**src/rtl/vga_timing_pkg.sv**
```systemverilog
// Shared raster constants (640x480@60) and the helpers that derive
// axis totals and blanking lengths from porch/sync/active widths.
package vga_timing_pkg;

    localparam int unsigned CNT_W = 10;

    localparam int unsigned H_ACTIVE_DEF = 640;
    localparam int unsigned H_FP_DEF     = 16;
    localparam int unsigned H_SYNC_DEF   = 96;
    localparam int unsigned H_BP_DEF     = 48;

    localparam int unsigned V_ACTIVE_DEF = 480;
    localparam int unsigned V_FP_DEF     = 10;
    localparam int unsigned V_SYNC_DEF   = 2;
    localparam int unsigned V_BP_DEF     = 33;

    typedef struct packed {
        logic       hsync;
        logic       vsync;
        logic       active;
        logic       newline;
        logic       frame;
        logic [7:0] line;
    } vga_out_t;

    function automatic int unsigned axis_blank(input int unsigned fp,
                                               input int unsigned sync,
                                               input int unsigned bp);
        return fp + sync + bp;
    endfunction

    function automatic int unsigned axis_total(input int unsigned active,
                                               input int unsigned fp,
                                               input int unsigned sync,
                                               input int unsigned bp);
        return axis_blank(fp, sync, bp) + active;
    endfunction

    // Reader row index: rows below the blanking offset, optionally line-doubled.
    function automatic logic [7:0] row_index(input logic [CNT_W-1:0] vc,
                                             input logic [CNT_W-1:0] vb,
                                             input int unsigned      shift);
        return 8'((vc - vb) >> shift);
    endfunction

    function automatic vga_out_t vga_out_reset(input logic sync_pol);
        vga_out_t r;
        r.hsync   = ~sync_pol;
        r.vsync   = ~sync_pol;
        r.active  = 1'b0;
        r.newline = 1'b0;
        r.frame   = 1'b0;
        r.line    = 8'd0;
        return r;
    endfunction

endpackage

```
**src/rtl/vga_axis_counter.sv**
```systemverilog
// One raster axis: a wrapping position counter with sync/active region flags.
// Used once per clock for H and once per line (H wrap) for V.
module vga_axis_counter
    import vga_timing_pkg::*;
#(
    parameter int unsigned ACTIVE = H_ACTIVE_DEF,
    parameter int unsigned FP     = H_FP_DEF,
    parameter int unsigned SYNC   = H_SYNC_DEF,
    parameter int unsigned BP     = H_BP_DEF
) (
    input  logic             clk,
    input  logic             rst_n,
    input  logic             inc,
    output logic [CNT_W-1:0] count,
    output logic             wrap,
    output logic             in_sync,
    output logic             in_active
);

    localparam int unsigned      TOTAL      = axis_total(ACTIVE, FP, SYNC, BP);
    localparam int unsigned      BLANK      = axis_blank(FP, SYNC, BP);
    localparam logic [CNT_W-1:0] LAST       = CNT_W'(TOTAL - 1);
    localparam logic [CNT_W-1:0] SYNC_START = CNT_W'(FP);
    localparam logic [CNT_W-1:0] SYNC_END   = CNT_W'(FP + SYNC);
    localparam logic [CNT_W-1:0] ACT_START  = CNT_W'(BLANK);

    logic [CNT_W-1:0] count_d;
    logic [CNT_W-1:0] count_q;

    assign wrap      = inc && (count_q == LAST);
    assign in_sync   = (count_q >= SYNC_START) && (count_q < SYNC_END);
    assign in_active = (count_q >= ACT_START);
    assign count     = count_q;

    // Next position: hold, step, or wrap to zero.
    always_comb begin
        count_d = count_q;
        if (inc) begin
            if (wrap) begin
                count_d = {CNT_W{1'b0}};
            end else begin
                count_d = count_q + CNT_W'(1);
            end
        end else begin
            count_d = count_q;
        end
    end

    // Position register.
    always_ff @(posedge clk) begin
        if (!rst_n) begin
            count_q <= {CNT_W{1'b0}};
        end else begin
            count_q <= count_d;
        end
    end

endmodule

```
**src/rtl/vga_timing.sv**
```systemverilog
// Free-running raster timing generator: syncs, display enable, and the
// newline/line/advance strobes feeding the pixel data reader.
module vga_timing
    import vga_timing_pkg::*;
#(
    parameter int unsigned H_ACTIVE = H_ACTIVE_DEF,
    parameter int unsigned H_FP     = H_FP_DEF,
    parameter int unsigned H_SYNC   = H_SYNC_DEF,
    parameter int unsigned H_BP     = H_BP_DEF,
    parameter int unsigned V_ACTIVE = V_ACTIVE_DEF,
    parameter int unsigned V_FP     = V_FP_DEF,
    parameter int unsigned V_SYNC   = V_SYNC_DEF,
    parameter int unsigned V_BP     = V_BP_DEF,
    parameter int unsigned NL_LEAD  = 4,
    parameter int unsigned V_SHIFT  = 1,
    parameter logic        SYNC_POL = 1'b0
) (
    input  logic       clk,
    input  logic       rst_n,
    output logic       hsync,
    output logic       vsync,
    output logic       active,
    output logic       advance,
    output logic       newline,
    output logic [7:0] line,
    output logic       frame
);

    localparam int unsigned      HB    = axis_blank(H_FP, H_SYNC, H_BP);
    localparam int unsigned      VB    = axis_blank(V_FP, V_SYNC, V_BP);
    localparam logic [CNT_W-1:0] NL_HC = CNT_W'(HB - NL_LEAD);
    localparam logic [CNT_W-1:0] VB_C  = CNT_W'(VB);

    if ((NL_LEAD < 1) || (NL_LEAD > H_BP)) begin : g_nl_lead_chk
        $error("vga_timing: NL_LEAD must lie in 1..H_BP");
    end

    logic [CNT_W-1:0] hc_s;
    logic [CNT_W-1:0] vc_s;
    logic             h_wrap_s;
    logic             v_wrap_unused_s;
    logic             h_sync_s;
    logic             v_sync_s;
    logic             h_act_s;
    logic             v_act_s;
    vga_out_t         out_d;
    vga_out_t         out_q;

    vga_axis_counter #(
        .ACTIVE (H_ACTIVE),
        .FP     (H_FP),
        .SYNC   (H_SYNC),
        .BP     (H_BP)
    ) u_h (
        .clk       (clk),
        .rst_n     (rst_n),
        .inc       (1'b1),
        .count     (hc_s),
        .wrap      (h_wrap_s),
        .in_sync   (h_sync_s),
        .in_active (h_act_s)
    );

    vga_axis_counter #(
        .ACTIVE (V_ACTIVE),
        .FP     (V_FP),
        .SYNC   (V_SYNC),
        .BP     (V_BP)
    ) u_v (
        .clk       (clk),
        .rst_n     (rst_n),
        .inc       (h_wrap_s),
        .count     (vc_s),
        .wrap      (v_wrap_unused_s),
        .in_sync   (v_sync_s),
        .in_active (v_act_s)
    );

    // Decode the current position; line only moves when newline fires.
    always_comb begin
        out_d         = out_q;
        out_d.hsync   = h_sync_s ? SYNC_POL : ~SYNC_POL;
        out_d.vsync   = v_sync_s ? SYNC_POL : ~SYNC_POL;
        out_d.active  = h_act_s && v_act_s;
        out_d.newline = (hc_s == NL_HC) && v_act_s;
        out_d.frame   = (hc_s == {CNT_W{1'b0}}) && (vc_s == {CNT_W{1'b0}});
        if (out_d.newline) begin
            out_d.line = row_index(vc_s, VB_C, V_SHIFT);
        end else begin
            out_d.line = out_q.line;
        end
    end

    // Output register; every output is this one-cycle-late decode.
    always_ff @(posedge clk) begin
        if (!rst_n) begin
            out_q <= vga_out_reset(SYNC_POL);
        end else begin
            out_q <= out_d;
        end
    end

    assign hsync   = out_q.hsync;
    assign vsync   = out_q.vsync;
    assign active  = out_q.active;
    assign advance = out_q.active;
    assign newline = out_q.newline;
    assign line    = out_q.line;
    assign frame   = out_q.frame;

endmodule

```
**config.mk**
```make
export PLATFORM = sky130hd
export DESIGN_NAME = vga_timing
export DESIGN_NICKNAME = d
export VERILOG_FILES = /design/src/rtl/vga_timing_pkg.sv /design/src/rtl/vga_axis_counter.sv /design/src/rtl/vga_timing.sv
export SDC_FILE = /design/constraint.sdc
export NUM_CORES = 1
export LEC_CHECK = 0
export CAP_MARGIN = 20
export CORE_MARGIN = 2
export CORE_UTILIZATION = 46
export CTS_BUF_LIST = sky130_fd_sc_hd__clkbuf_4 sky130_fd_sc_hd__clkbuf_8
export DETAILED_ROUTE_END_ITERATION = 7
export PLACE_DENSITY = 0.64
export SETUP_SLACK_MARGIN = 0.05
export SLEW_MARGIN = 25
export SYNTH_ARGS = -nofsm -noshare
export SYNTH_HDL_FRONTEND = slang
export SYNTH_HIERARCHICAL = 1
export SYNTH_SLANG_ARGS = --single-unit
```
**constraint.sdc**
```tcl
create_clock -name clk -period 5.05 [get_ports clk]
set_input_delay 1.01 -clock clk [delete_from_list [all_inputs] [get_ports clk]]
set_output_delay 1.01 -clock clk [all_outputs]
set_load 0.01 [all_outputs]
```
==> out/qor.csv <==
metric,value,unit
f_max,0.397,GHz
fraction of final layout cells with drive strength greater than 1,0.100,
Cells after Synth,198,
grt ovf,0,
Max VDD drop,114,uV
clock network latency to the later pin of the worst-skew pair,280,ps
Storage cell area,661,um2
Final Cycle Share,0.499,
max cap viols,0,
DP HPWL,2.47,mm
area of the multi-input gates,1040,um2
data arrival time of the critical path,2710,ps
ant diodes,0,
Tot GR Track Use,0.174,
post_cts resized,0,
Psw,0.000104,W
cell area after synthesis,1790,um2
drt drc,0,
"CTS clk-pin slew, worst paths",70,ps
logic gate share of total power,0.029,
num ports,16,
kind of critical path,flop to flop,
setup TNS,0,ps
initial core utilization,0.482,
Inst Count DP,260,
fill count,340,
RSZ-0062 raised after global routing,false,
core area,3720,um2
largest net degree at the start of global routing,24,
vias,1483,
outcome,"finished, final reports clean",
Place WS,2360,ps
hold crit path type,flop to flop,
"Hold Vio Cnt, Final",0,
Vias/cell,5.53,
clock sinks,33,
Iteration-0 DRC Markers,64,
clock network power share,0.480,
DIE HEIGHT,66.4,um
Slew headroom,0.405,
Critical Path Fanout Max,13,
antenna violations before repair,0,
vias in the first global route,1342,
PD cells,260,nW/um2
Final nets,228,
Num CTS Buffers,5,
"Setup Fix Bufs, Post-CTS",0,
DR WL/cell,12.9,um
internal power,0.000435,W
Finished Layout Cells,268,
Worst Path Required,5250,ps
Hold Slack,469,ps
P_leak,0.823,nW
die area,4410,um2
DRT Wirelength,3.46,mm
CTS Hold Bufs,0,
final setup skew,4.66,ps
Area Growth Syn to Fin,15.6,%
crit start category,flop,
htree depth,2,
final setup fails,0,
PortBufs,15,
Mapped Avg Cell Area,9.06,um2
GP Congestion,0.832,
post-route setup slack,2530,ps
first-pass GRT wire length,5.83,mm
synth warn,6,
Final min period,2520,ps
maximum clock path buffer count,2,
Sequential Power Share,0.491,
Final Max Slew Viols,0,
Die Width,66.4,um
switch share,0.193,
worst slew pin tran,890,ps
ANT nets after route,0,
Setup crit end kind,flop,
TritonRoute pass-1 iters,4,
Std-Cell Rows,22,
Root Driver,clkbuf_8,
CTS tree,yes,
==> state kept, by name (all words and copies together) (netlist names) <==
name       cells
active         1
frame          1
hsync          1
line           8
newline        1
u_h/count     10
u_v/count     10
vsync          1
==> placed cells by master, fill, tap and decap left out, types with 3 or more instances in the layout <==
cell and instances:
and4_1 3, dfxtp_1 33, o31ai_1 3, nand2b_1 3, nor3_1 3, xnor2_1 8
inv_1 11, nor2_1 13, nand4_1 6, nand3_1 10, a21oi_1 6, and2_1 4
ha_1 7, nor4b_1 4, o21ai_0 7, clkbuf_8 6, clkdlybuf4s50_1 15, xor2_1 8
conb_1 8, nand2_1 19, or3_1 4, o211a_1 3
==> power by group through the flow <==
stage / Sequential [W] / Combinational (W) / Clock [W]
global placement: 0.000270 / 0.0000149 / 0
detailed placement: 0.000270 / 0.0000157 / 0
global route: 0.000264 / 0.0000181 / 0.000278
CTS: 0.000264 / 0.0000158 / 0.000266
floorplan: 0.000270 / 0.0000100 / 0
finish: 0.000264 / 0.0000158 / 0.000259
==> through the flow <==
stage / util / total power [W] / instance area, um2
2_1_floorplan: - / 0.000280 / 1820
3_3_place_gp: 0.526 / 0.000285 / 1950
3_5_place_dp: 0.526 / 0.000286 / 1950
4_1_cts: 0.558 / 0.000546 / 2070
5_1_grt: 0.558 / 0.000560 / 2070
6_report: 0.558 / 0.000539 / 2070
==> routing by layer <==
layer	vias to the layer above	part of all wire	wire length [um]	global-route usage
met5	-	0	0	0
met4	0	0.014	47	0.0638
met3	6	0.037	127	0.0528
met2	21	0.47	1630	0.296
met1	717	0.48	1650	0.203
li1	739	-	-	-
==> layout make-up <==
class,count,area share
multi-input cells,153,0.502
repair buffers,15,0.0724
inverters,11,0.0199
well taps,48,0.0290
clock inverters,1,0.0145
clock buffers,7,0.0435
flip-flops and latches,33,0.319
==> worst paths after layout <==
path / to / from / cells after the start / slack (ps)
setup reg to reg: line[4] / u_v/count[0] / 9 / 2530
hold reg to reg: line[5] / line[5] / 2 / 470
setup / recovery: line[4] / u_v/count[0] / 9 / 2530
hold / removal: line[5] / line[5] / 2 / 470
==> critical path, stage by stage, from the launching register on <==
cell and delay, ps:
dfxtp_1 550, inv_1 150, ha_1 240, nand2b_1 70, a31o_2 150, a211o_1 140
and4_1 170, and4_1 580, nand2_4 110, o32ai_2 270
Power figures use the tool's default switching activity.
